## src/rtl/ase_fifo_drain.sv

```systemverilog
`timescale 1ns/1ps
// ase_fifo_drain
//   Read-side engine for a sync FIFO with a registered empty flag and a
//   1-cycle read latency. Issues read strobes, absorbs the latency in a small
//   circular skid buffer and presents the data as a valid/ready stream.
//   A flush discards buffered data and drains the FIFO before returning idle.
//
// Ports
//   clk, rst       clock, synchronous active-high reset
//   enable         1 = fetch from FIFO, 0 = stop issuing reads
//   flush_req      pulse: discard buffer and drain FIFO
//   fifo_rd_en     read strobe to FIFO (combinational)
//   fifo_data/_v   FIFO read data and its valid, one clock after fifo_rd_en
//   fifo_empty     FIFO empty flag (registered, may lag by one clock)
//   out_valid/out_data/out_ready  downstream stream
//   busy           engine active or buffer holding data
//   flush_done     one-clock pulse when a flush finishes
//   beat_count     delivered beats (wraps)
//   null_rd_count  reads that returned nothing (saturates)
//   err            sticky protocol error
module ase_fifo_drain #(
  parameter int DATA_WIDTH = 64,
  parameter int BUF_DEPTH  = 2,
  parameter int CNT_WIDTH  = 32
) (
  input  logic                  clk,
  input  logic                  rst,
  input  logic                  enable,
  input  logic                  flush_req,
  output logic                  fifo_rd_en,
  input  logic [DATA_WIDTH-1:0] fifo_data,
  input  logic                  fifo_data_v,
  input  logic                  fifo_empty,
  output logic                  out_valid,
  output logic [DATA_WIDTH-1:0] out_data,
  input  logic                  out_ready,
  output logic                  busy,
  output logic                  flush_done,
  output logic [CNT_WIDTH-1:0]  beat_count,
  output logic [CNT_WIDTH-1:0]  null_rd_count,
  output logic                  err
);

  localparam int PTR_W = (BUF_DEPTH > 1) ? $clog2(BUF_DEPTH) : 1;
  // One extra bit so occupancy plus the in-flight read never overflows.
  localparam int OCC_W = $clog2(BUF_DEPTH + 1) + 1;

  typedef enum logic [1:0] {
    ST_IDLE  = 2'd0,
    ST_RUN   = 2'd1,
    ST_FLUSH = 2'd2
  } state_t;

  state_t                state_r;
  state_t                state_nxt_s;
  logic [DATA_WIDTH-1:0] mem_r [BUF_DEPTH];
  logic [PTR_W-1:0]      head_r;
  logic [PTR_W-1:0]      tail_r;
  logic [OCC_W-1:0]      occ_r;
  logic                  inflight_r;
  logic                  empty_seen_r;
  logic                  flush_done_r;
  logic                  err_r;
  logic [CNT_WIDTH-1:0]  beat_cnt_r;
  logic [CNT_WIDTH-1:0]  null_cnt_r;

  logic                  pop_s;
  logic                  full_s;
  logic                  wr_s;
  logic                  err_set_s;
  logic                  flush_go_s;
  logic                  flush_cond_s;
  logic                  flush_exit_s;
  logic                  rd_en_s;
  logic [OCC_W-1:0]      commit_s;
  logic [OCC_W-1:0]      limit_s;

  function automatic logic [PTR_W-1:0] ptr_inc(input logic [PTR_W-1:0] p);
    if (p == PTR_W'(BUF_DEPTH - 1)) begin
      return {PTR_W{1'b0}};
    end else begin
      return p + PTR_W'(1);
    end
  endfunction

  // Handshake, buffer-write qualification, flush exit and error detection.
  always_comb begin
    out_valid    = (occ_r != {OCC_W{1'b0}}) && (state_r != ST_FLUSH);
    pop_s        = out_valid & out_ready;
    full_s       = (occ_r == OCC_W'(BUF_DEPTH));
    flush_go_s   = flush_req & (state_r != ST_FLUSH);
    // Comparing occ+inflight against depth+pop avoids an underflowing subtract.
    commit_s     = occ_r + {{(OCC_W-1){1'b0}}, inflight_r};
    limit_s      = OCC_W'(BUF_DEPTH) + {{(OCC_W-1){1'b0}}, pop_s};
    wr_s         = fifo_data_v & inflight_r & (state_r != ST_FLUSH) &
                   ~flush_go_s & (~full_s | pop_s);
    err_set_s    = fifo_data_v & (~inflight_r | (full_s & ~pop_s));
    flush_cond_s = fifo_empty & ~inflight_r;
    // Two consecutive quiet cycles cover the lag of the registered empty flag.
    flush_exit_s = (state_r == ST_FLUSH) & flush_cond_s & empty_seen_r;
  end

  // Next-state and read-strobe decode.
  always_comb begin
    state_nxt_s = state_r;
    rd_en_s     = 1'b0;
    case (state_r)
      ST_IDLE: begin
        if (flush_req) begin
          state_nxt_s = ST_FLUSH;
        end else if (enable) begin
          state_nxt_s = ST_RUN;
        end else begin
          state_nxt_s = ST_IDLE;
        end
      end
      ST_RUN: begin
        rd_en_s = enable & ~fifo_empty & (commit_s < limit_s);
        if (flush_req) begin
          state_nxt_s = ST_FLUSH;
        end else if (!enable) begin
          state_nxt_s = ST_IDLE;
        end else begin
          state_nxt_s = ST_RUN;
        end
      end
      ST_FLUSH: begin
        rd_en_s = ~fifo_empty;
        if (flush_exit_s) begin
          state_nxt_s = ST_IDLE;
        end else begin
          state_nxt_s = ST_FLUSH;
        end
      end
      default: begin
        state_nxt_s = ST_IDLE;
        rd_en_s     = 1'b0;
      end
    endcase
  end

  // State register, read-latency tracking and flush bookkeeping.
  always_ff @(posedge clk) begin
    if (rst) begin
      state_r      <= ST_IDLE;
      inflight_r   <= 1'b0;
      empty_seen_r <= 1'b0;
      flush_done_r <= 1'b0;
    end else begin
      state_r      <= state_nxt_s;
      inflight_r   <= rd_en_s;
      empty_seen_r <= (state_r == ST_FLUSH) & flush_cond_s;
      flush_done_r <= flush_exit_s;
    end
  end

  // Skid buffer pointers and occupancy; flush entry empties the buffer.
  always_ff @(posedge clk) begin
    if (rst) begin
      head_r <= {PTR_W{1'b0}};
      tail_r <= {PTR_W{1'b0}};
      occ_r  <= {OCC_W{1'b0}};
    end else if (flush_go_s) begin
      head_r <= {PTR_W{1'b0}};
      tail_r <= {PTR_W{1'b0}};
      occ_r  <= {OCC_W{1'b0}};
    end else begin
      if (wr_s) begin
        tail_r <= ptr_inc(tail_r);
      end
      if (pop_s) begin
        head_r <= ptr_inc(head_r);
      end
      occ_r <= occ_r + {{(OCC_W-1){1'b0}}, wr_s} - {{(OCC_W-1){1'b0}}, pop_s};
    end
  end

  // Skid buffer storage; payload needs no reset since out_data is gated.
  always_ff @(posedge clk) begin
    if (wr_s && !rst) begin
      mem_r[tail_r] <= fifo_data;
    end
  end

  // Beat and null-read counters plus the sticky error flag.
  always_ff @(posedge clk) begin
    if (rst) begin
      beat_cnt_r <= {CNT_WIDTH{1'b0}};
      null_cnt_r <= {CNT_WIDTH{1'b0}};
      err_r      <= 1'b0;
    end else begin
      if (pop_s) begin
        beat_cnt_r <= beat_cnt_r + CNT_WIDTH'(1);
      end
      if (inflight_r && !fifo_data_v && (null_cnt_r != {CNT_WIDTH{1'b1}})) begin
        null_cnt_r <= null_cnt_r + CNT_WIDTH'(1);
      end
      if (err_set_s) begin
        err_r <= 1'b1;
      end
    end
  end

  assign fifo_rd_en    = rd_en_s;
  assign out_data      = out_valid ? mem_r[head_r] : {DATA_WIDTH{1'b0}};
  assign busy          = (state_r != ST_IDLE) || (occ_r != {OCC_W{1'b0}});
  assign flush_done    = flush_done_r;
  assign beat_count    = beat_cnt_r;
  assign null_rd_count = null_cnt_r;
  assign err           = err_r;

endmodule
```

## config.mk

```make
export PLATFORM = sky130hd
export DESIGN_NAME = ase_fifo_drain
export DESIGN_NICKNAME = d
export VERILOG_FILES = /design/src/rtl/ase_fifo_drain.sv
export SDC_FILE = /design/constraint.sdc
export NUM_CORES = 1
export LEC_CHECK = 0
export BUFFER_PORTS_ARGS = -buffer_cell sky130_fd_sc_hd__buf_2
export CAP_MARGIN = 20
export CORE_MARGIN = 4
export CORE_UTILIZATION = 53
export CTS_BUF_LIST = sky130_fd_sc_hd__clkbuf_8 sky130_fd_sc_hd__clkbuf_16
export DETAILED_ROUTE_END_ITERATION = 7
export GPL_ROUTABILITY_DRIVEN = 0
export HOLD_SLACK_MARGIN = 0.06
export PLACE_DENSITY = 0.88
export SLEW_MARGIN = 30
export SYNTH_ARGS = -nofsm -noshare
export SYNTH_HDL_FRONTEND = slang
export SYNTH_SLANG_ARGS = --single-unit
```

## constraint.sdc

```tcl
create_clock -name clk -period 8.3 [get_ports clk]
set_input_delay 0.415 -clock clk [delete_from_list [all_inputs] [get_ports clk]]
set_output_delay 0.415 -clock clk [all_outputs]
set_load 0.05 [all_outputs]
```

# Word-level counts from Yosys, hierarchy flattened
# Memories as Yosys holds them, arrays and structs flattened. A register that Yosys moved wholly into a read port is not among the register bits.
# Index checks and enable logic that the tools add are counted.
# Widths: inputs -> output; s select.
[classes]
add_sub_neg = 8
n_reduce_logical = 12
muxes = 12
bitwise = 20
order_cmp = 1
eq_ne = 5
[op_table]
columns = ["cell", "count"]
rows = [
  ["$add 32x1->32 const B", 2],
  ["$mux 64", 1],
  ["$ne 32x32->1 const B", 1],
  ["$and 1x1->1", 13],
  ["$mux 1", 7],
  ["$add 3x1->3", 2],
  ["$not 1->1", 5],
  ["$logic_and 1x1->1", 4],
  ["$mux 2", 2],
  ["$pmux 2 s2", 1],
  ["$reduce_or 2->1", 2],
  ["$add 2x1->3 const A", 1],
  ["$eq 3x2->1 const B", 1],
  ["$lt 3x3->1", 1],
  ["$reduce_bool 3->1", 1],
  ["$sub 3x1->3", 1],
  ["$add 1x1->1 const B", 2],
  ["$eq 2x1->1 const B", 1],
  ["$eq 2x2->1 const B", 1],
  ["$logic_not 1->1", 2],
  ["$logic_not 2->1", 1],
  ["$ne 2x2->1 const B", 1],
  ["$or 1x1->1", 2],
  ["$pmux 1 s2", 1],
  ["2 further kinds", 2],
]
[totals]
memories = 1
wordCells = 69
ram_bits = 128
ff_bits = 75
output_inout_bits = 133
inputBits = 71
[memory_table]
columns = ["name", "depth", "word_bits", "rd", "rd_ports_with_merged_regs", "wr", "line_no", "text"]
rows = [
  ["mem_r", 2, 64, 1, 1, 1, "56", "logic [DATA_WIDTH-1:0] mem_r [BUF_DEPTH];"],
]

# Logic depth before layout (Yosys ltp)
# Gate-level depths: netlist of run 1.
[logic_depth]
depth_word = 8
depth_mapped = 13
depth_no_buf = 12

# Worst setup path before layout of run 1
# OpenSTA, ideal clock, no wires.
[synth_timing]
path_kind = "flip-flop to flip-flop"
startpoint = "reg state_r[0]"
endpoint = "mem mem_r[1][0], enable pin"
path_stages_with_launch = 7
t_arrival_ps = 6048
path_buffers = 1
slack_ps = 1674
path_cell_list = "dfxtp_1 > inv_1 > ha_1 > clkbuf_1 > nor4bb_1 > nand2_1 > nor3b_1"
[synth_via]
elab_chain_cells = 8
[synth_rtl]
columns = ["item", "line_no", "text"]
rows = [
  ["from (decl)", "54", "state_t state_r;"],
  ["from (signal assigned)", "150", "state_r <= state_nxt_s;"],
  ["$ne 2x2->1 *", "88, 91, 95", ""],
  ["$logic_and 1x1->1 or $and 1x1->1 (tied branches)", "88, 91", ""],
  ["$and 1x1->1 or $not 1->1 (tied branches)", "89, 96", ""],
  ["$or 1x1->1 or $and 1x1->1 (tied branches)", "96, 95", ""],
  ["$and 1x1->1 *", "96", "~flush_go_s & (~full_s | pop_s);"],
  ["$logic_and 1x1->1 *", "180", "if (wr_s && !rst) begin"],
  ["$mux 1 *", "180", ""],
  ["$mux 1 (implied by the code) *", "181", "mem_r[tail_r] <= fifo_data;"],
  ["to (decl)", "56", ""],
]
# Mark *: on every way between the ends. The rest lies on a longest branch, timed or not.

# Worst setup path after layout of run 1
[layout_timing]
startpoint = "reg occ_r[1]"
endpoint = "reg occ_r[2]"
[layout_via]
elab_chain_cells = 7
[layout_rtl]
columns = ["item", "line_no", "text"]
rows = [
  ["from (decl)", "59", "logic [OCC_W-1:0] occ_r;"],
  ["from (signal assigned)", "162", "occ_r <= {OCC_W{1'b0}};"],
  ["from (signal assigned)", "166", "occ_r <= {OCC_W{1'b0}};"],
  ["from (signal assigned)", "174", "occ_r <= occ_r + {{(OCC_W-1){1'b0}}, wr_s} - {{(OCC_W-1){1'b0}}, pop_s};"],
  ["$reduce_bool 3->1", "88", "out_valid = (occ_r != {OCC_W{1'b0}}) && (state_r != ST_FLUSH);"],
  ["$logic_and 1x1->1", "88", ""],
  ["$and 1x1->1", "89", "pop_s = out_valid & out_ready;"],
  ["$or 1x1->1", "96", ""],
  ["$and 1x1->1", "96", ""],
  ["$add 3x1->3", "174", ""],
  ["$sub 3x1->3 *", "174", ""],
]
# Marked as above.
# A chain may end at the register's enable or synchronous reset.

==> results of run 1 <==
==> cell families (layout without fill, tap and decap cells) <==
| kind of cell | Yosys count | count (layout) |
|---|---|---|
| flops | 204 | 204 |
| compound gates | 76 | 76 |
| simple gates | 265 | 265 |
| xor+xnor | 30 | 30 |
| buf+inv | 48 | 264 |
| fa+ha+maj | 10 | 10 |
| mux | 69 | 69 |
==> power by group <==
group / switching (mW) / internal, mW / total [mW]
clock: 0.369 / 0.555 / 0.924
sequential: 0.00192 / 1.08 / 1.08
combinational: 0.0428 / 0.0212 / 0.0640
total: 0.414 / 1.65 / 2.07
==> sequential cells by signal, summed over array words and instances, names as in the netlist, 2 cells and up, named ones only <==
name,count
null_rd_count,32
occ_r,3
beat_count,32
state_r,2
mem_r,128
==> final timing paths <==
kind / cells past startpoint / end / slack [ns]
setup / recovery: 12 / occ_r[2] / 4.96
hold reg to reg: 2 / beat_count[31] / 0.48
setup reg to reg: 12 / occ_r[2] / 4.96
hold / removal: 1 / mem_r[1][37] / 0.11
==> final cells by class <==
class	count	area, um^2
Clock buffer	21	525.5
Clock inverter	17	162.7
Fill cell	1138	5037
Tap cell	211	264.0
Timing Repair Buffer	212	1091
Multi-Input combinational cell	450	2925
Sequential cell	204	5369
Inverter	14	52.55
==> cells in the mapped netlist (all sizes together) (5+ instances only) <==
cell | count | area, um^2
dfxtp | 76 | 1521
xnor2 | 5 | 43.79
ha | 9 | 112.6
o21ai | 18 | 90.08
nand3 | 26 | 130.1
nor3 | 7 | 46.30
edfxtp | 128 | 3844
clkbuf | 18 | 67.56
or4 | 18 | 138.9
nand4 | 16 | 106.4
and4 | 9 | 78.83
a21oi | 35 | 175.2
and2 | 7 | 43.79
o31ai | 13 | 97.59
or3 | 16 | 100.1
nor2 | 111 | 416.7
nor4 | 7 | 56.30
inv | 14 | 52.55
nand2 | 29 | 108.9
mux2i | 65 | 650.6
xor2 | 25 | 219.0
buf | 16 | 73.82
==> worst register-to-register path, stage by stage (launching register included) <==
cell,delay [ns]
dfxtp_1,0.37
nor3_1,0.52
or2_2,0.21
buf_4,0.55
inv_1,0.20
nand2_1,0.23
mux2i_1,0.22
ha_1,0.17
inv_1,0.05
fa_1,0.36
xor2_1,0.16
xnor2_1,0.16
nor2_1,0.05
==> per-stage QoR <==
stage	instances	hold WS [ns]
finish	1129	0.1143
global route	1129	0.09087
CTS	1129	0.09246
detailed placement	1091	0.4587
global placement	1090	0.4461
floorplan	702	0.4302
==> layer usage <==
metal  part of all wire  vias to the layer above  track usage
li1                   -                     2983            -
met1               0.42                     2950       0.2527
met2               0.49                      217       0.3318
met3              0.083                       16      0.04201
met4             0.0085                        2      0.03846
met5             0.0011                        -            0
==> impl_metrics.env, run 1 <==
export IMPL_fin_crit_sh=0.4027
export IMPL_yosys_warnings=0
export IMPL_synth_nets=783
export IMPL_final_util=0.6735
export IMPL_dp_hpwl_um=12030
export IMPL_hold_viol=0
export IMPL_max_freq_ghz=0.2992
export IMPL_cpPeakStageDelay_ns=0.55
export IMPL_synth_mux_area_frac=0.08215
export IMPL_area_delta_synth_final_pct=22.70
export IMPL_cts_buffers=21
export IMPL_final_net_count=984
export IMPL_hold_buffers=0
export IMPL_wl_per_cell_um=16.09
export IMPL_seq_area_frac_synth=0.6336
export IMPL_die_x_um=134.4
export IMPL_min_path_type="primary input to flip-flop"
export IMPL_total_power_mw=2.068
export IMPL_synthXorXnorAreaFrac=0.03103
export IMPL_slew_viol_final=0
export IMPL_synthCells=702
export IMPL_place_ws_ns=4.923
export IMPL_clockRootBuffer="clkbuf_16"
export IMPL_drt_wl_total_um=18160
export IMPL_synth_simple_area_share=0.1619
export IMPL_fin_area_um2=10390
export IMPL_grt_pass1_wl_um=28660
export IMPL_start_kind="flip-flop"
export IMPL_final_cell_mix="203 x buf_2, 128 x edfxtp_1, 111 x nor2_1, 75 x dfxtp_1, 65 x mux2i_1"
export IMPL_status="complete, no violations"
export IMPL_min_from="fifo_data[37]"
export IMPL_cp_top_family="simple AND/OR/NAND/NOR gates"
export IMPL_cpMostUsedCell="inv_1"
export IMPL_startpoint="occ_r[1]"
export IMPL_setup_viol=0
export IMPL_synthAdderAreaFrac=0.01566
export IMPL_synthFlopType="edfxtp_1"
export IMPL_critPathBufInv=3
export IMPL_layout_commonest_cell="buf_2"
export IMPL_synth_cell_type_count=50
export IMPL_syn_area_um2=8468
export IMPL_synth_top_family_by_area="simple AND/OR/NAND/NOR gates"
export IMPL_crit_slowest_cell="buf_4"
export IMPL_ir_worst_vdd_mv=0.1892
export IMPL_grt_max_degree=76
export IMPL_rsz0062_at_grt="false"
export IMPL_drive_gt1_frac=0.2789
export IMPL_firstDrtPassIters=5
export IMPL_p_leak_nw=3.944
export IMPL_die_y_um=134.4
export IMPL_grt_pass1_vias=5854
export IMPL_diodes=0
export IMPL_clk_path_buf_depth=3
export IMPL_grtUsageTotal=0.1924
export IMPL_required_ns=8.68
export IMPL_clk_pin_slew_ns=0.06
export IMPL_cts_tree="done"
export IMPL_grt_overflow_total=0
export IMPL_antenna_left=0
export IMPL_ys_async_sr_fraction=0
export IMPL_worstPathMaxFanout=65
export IMPL_postPlaceCellArea_um2=9702
export IMPL_setup_tns_ns=0
export IMPL_tightest_slew_ns=0.8639
export IMPL_rr_startpoint="occ_r[1]"
export IMPL_path_class="flip-flop to flip-flop"
export IMPL_io_pins=204
export IMPL_row_count=45
export IMPL_finalWorstSetupSlack_ns=4.957
export IMPL_maxCapViolCount=0
export IMPL_end_kind="flip-flop"
export IMPL_core_um2=15430
export IMPL_h_tree_depth=1
export IMPL_min_period_ns=3.343
export IMPL_port_buffers=203
export IMPL_viasPerCell=5.463
export IMPL_insertion_delay_ns=0.49
export IMPL_synth_seq_cells=204
export IMPL_antenna_found_initial=1
export IMPL_cts_resized=0
export IMPL_drc_errors=0
export IMPL_clock_skew_final_ns=0.006701
export IMPL_synth_edf_count=128
export IMPL_relSlewSlack=0.4241
export IMPL_vias=6168
export IMPL_postCtsSetupRepairBufs=0
export IMPL_p_per_area_nw_per_um2=199.1
export IMPL_dieArea_um2=18060
export IMPL_synth_compound_area_frac=0.05275
export IMPL_start_util=0.5489
export IMPL_cts_sinks=204
export IMPL_cp_arrival_ns=3.72
export IMPL_avgSynthCellArea_um2=12.06
export IMPL_crit_path_cell_trace="nor3_1 -> or2_2 -> buf_4 -> inv_1 -> nand2_1 -> mux2i_1 -> ha_1 -> inv_1 -> fa_1 -> xor2_1 -> xnor2_1 -> nor2_1"
export IMPL_drt_iter0_drc=286
No activity file was read; power rests on OpenSTA's default activity.
==> inputs of run 2 (changes only) <==
ABC_AREA = 1   (was not set)
CORE_UTILIZATION = 55   (was 53)
PLACE_DENSITY = 0.9   (was 0.88)
clock period = 3.5 ns   (was 8.3 ns; I/O delays follow)
==> run 2 against run 1 <==
Synthesized cell count increased by 51%. Combinational power increased to 3.4 times the previous value. Clock skew increased by 0.0028 ns. Die area increased by 5.5%. Clock power increased by 130%. Worst setup slack got worse by 4.2 ns. Sequential share of layout area decreased by 6.5 points. Clock-buffer cell count increased by 1. First-iteration DRC count increased by 110%. Critical endpoint is now out_data[35]. Routed wire length increased by 42%. Non-clock buffer count increased by 67. Sequential power increased by 140%.
==> impl_metrics.env, run 2 <==
export IMPL_hold_depth=2
export IMPL_max_freq_ghz=0.3632
export IMPL_avgSynthCellArea_um2=8.775
export IMPL_netlist_area_leader_share=0.4132
export IMPL_clk_pin_slew_ns=0.06
export IMPL_synth_cell_type_count=35
export IMPL_min_from="rst"
export IMPL_synth_most_common_cell="nand2_1"
export IMPL_n_fill_cell=1123
export IMPL_grtUsageTotal=0.2621
export IMPL_yosys_warnings=0
export IMPL_vias=8351
export IMPL_p_per_area_nw_per_um2=414.0
export IMPL_r2r_cells=12
export IMPL_start_util=0.5609
export IMPL_ys_async_sr_fraction=0
export IMPL_whs_endpoint="err"
export IMPL_holdWs_ns=0.09140
export IMPL_multi_input_area_um2=3461
export IMPL_cp_arrival_ns=2.58
export IMPL_path_class="flip-flop to primary output"
export IMPL_status="complete, no violations"
export IMPL_cts_sinks=204
export IMPL_die_x_um=138.0
export IMPL_final_cell_mix="355 x nand2_1, 203 x buf_2, 133 x nor2_1, 128 x edfxtp_1, 90 x inv_1"
export IMPL_fin_crit_sh=0.7867
export IMPL_setup_tns_ns=0
export IMPL_synth_top_cells_by_count="356 x nand2_1, 134 x nor2_1, 128 x edfxtp_1, 85 x a21oi_1, 85 x inv_1"
export IMPL_grt_overflow_total=0
export IMPL_insertion_delay_ns=0.50
export IMPL_clock_skew_final_ns=0.009536
export IMPL_synthFlopType="edfxtp_1"
export IMPL_firstDrtPassIters=6
export IMPL_largest_register_ffs=128
export IMPL_dieArea_um2=19060
export IMPL_cts_tree="done"
export IMPL_min_period_ns=2.754
export IMPL_total_power_mw=4.918
export IMPL_regMostFlops="mem_r"
export IMPL_wl_per_cell_um=16.47
export IMPL_setup_viol=0
export IMPL_dp_hpwl_um=16330
export IMPL_r2r_slack_ns=0.96
export IMPL_hold_viol=0
export IMPL_synth_seq_cells=204
export IMPL_core_um2=16580
export IMPL_clockRootBuffer="clkbuf_16"
export IMPL_synthCells=1060
export IMPL_worstPathMaxFanout=53
export IMPL_synth_nets=1141
export IMPL_relSlewSlack=0.4580
export IMPL_reg2reg_to="occ_r[2]"
export IMPL_grt_pass1_vias=8350
export IMPL_viasPerCell=5.336
export IMPL_postCtsSetupRepairBufs=0
export IMPL_start_kind="flip-flop"
export IMPL_rsz0062_at_grt="false"
export IMPL_grt_max_degree=65
export IMPL_seq_area_frac_synth=0.5768
export IMPL_postPlaceCellArea_um2=10530
export IMPL_die_y_um=138.0
export IMPL_area_delta_synth_final_pct=27.71
export IMPL_drc_errors=0
export IMPL_maxCapViolCount=0
export IMPL_ir_worst_vdd_mv=0.4016
export IMPL_clk_path_buf_depth=3
export IMPL_hold_buffers=68
export IMPL_p_leak_nw=4.911
export IMPL_synth_area_top_cells="edfxtp_1 41%, dfxtp_1 16%, nand2_1 14%"
export IMPL_drt_iter0_drc=597
export IMPL_fin_area_um2=11880
export IMPL_yosysTopAreaCell="edfxtp_1"
export IMPL_synth_edf_count=128
export IMPL_antenna_found_initial=1
export IMPL_tightest_slew_ns=0.8120
export IMPL_end_kind="primary output"
export IMPL_slew_viol_final=0
export IMPL_drive_gt1_frac=0.2202
export IMPL_grt_pass1_wl_um=41650
export IMPL_layout_commonest_cell="nand2_1"
export IMPL_rr_startpoint="state_r[0]"
export IMPL_h_tree_depth=1
export IMPL_syn_area_um2=9301
export IMPL_drt_wl_total_um=25770
export IMPL_antenna_left=0
export IMPL_cts_buffers=21
export IMPL_io_pins=204
export IMPL_required_ns=3.32
export IMPL_row_count=47
export IMPL_cts_resized=0
export IMPL_seq_area_um2=5366
export IMPL_port_buffers=203
export IMPL_min_path_type="primary input to flip-flop"
export IMPL_final_net_count=1410
[run 2: cell families (layout without fill, tap and decap cells)]
kind of cell,after synthesis,count (layout),synth area share
adders and majority gates,10,10,0.01426
DFF,204,204,0.5768
buffers and inverters,120,404,0.05394
AOI/OAI and AO/OA,124,124,0.07573
and+or+nand+nor,582,582,0.2604
other,0,1,0
xor gates and xnor gates,20,20,0.01883
[run 2: report_power, final]
part / switching [mW] / internal (mW) / total, mW
Sequential: 0.00356 / 2.56 / 2.56
Combinational: 0.121 / 0.0976 / 0.219
Clock: 0.919 / 1.22 / 2.14
[run 2: how the worst max path moves through the flow]
| stage | startpoint | to | slack (ns) | cells after the start |
|---|---|---|---|---|
| 2_1_floorplan | state_r[0] | mem_r[0][0] | 0.24 | 7 |
| 3_3_place_gp | state_r[0] | out_data[33] | 1.14 | 7 |
| 3_5_place_dp | state_r[0] | occ_r[2] | 0.98 | 12 |
| 4_1_cts | state_r[0] | out_data[33] | 0.78 | 7 |
| 5_1_grt | state_r[0] | out_data[35] | 0.59 | 7 |
| 6_report | state_r[0] | out_data[35] | 0.75 | 7 |
[run 2: cell type report]
| class | count | area share |
|---|---|---|
| Tap cell | 220 | 0.02317 |
| Clock inverter | 16 | 0.009480 |
| Antenna cell | 1 | 0.0002107 |
| Sequential cell | 204 | 0.4518 |
| Clock buffer | 22 | 0.04635 |
| Inverter | 87 | 0.02770 |
| Timing Repair Buffer | 279 | 0.1500 |
| Multi-Input combinational cell | 736 | 0.2913 |
[run 2: worst max-delay path: stages (launching register included)]
cell	delay (ns)
dfxtp_1	0.36
inv_1	0.09
ha_1	0.24
inv_1	0.19
nand2_4	0.36
buf_4	0.33
a21oi_1	0.18
buf_2	0.30
[run 2: layer usage]
layer | share of wire | track usage | wire, um
met1 | 0.37 | 0.3121 | 9588
met2 | 0.50 | 0.4581 | 12770
met3 | 0.082 | 0.05076 | 2110
met4 | 0.050 | 0.1243 | 1301
met5 | 0 | 0 | 0
[run 2: per-stage QoR]
stage / instances / setup WS, ns / utilization
2_1_floorplan: 1060 / 0.2422 / -
6_report: 1565 / 0.7464 / 0.7163
3_3_place_gp: 1458 / 1.138 / 0.6348
3_5_place_dp: 1458 / 0.9791 / 0.6351
4_1_cts: 1564 / 0.7806 / 0.7162
5_1_grt: 1565 / 0.5858 / 0.7163
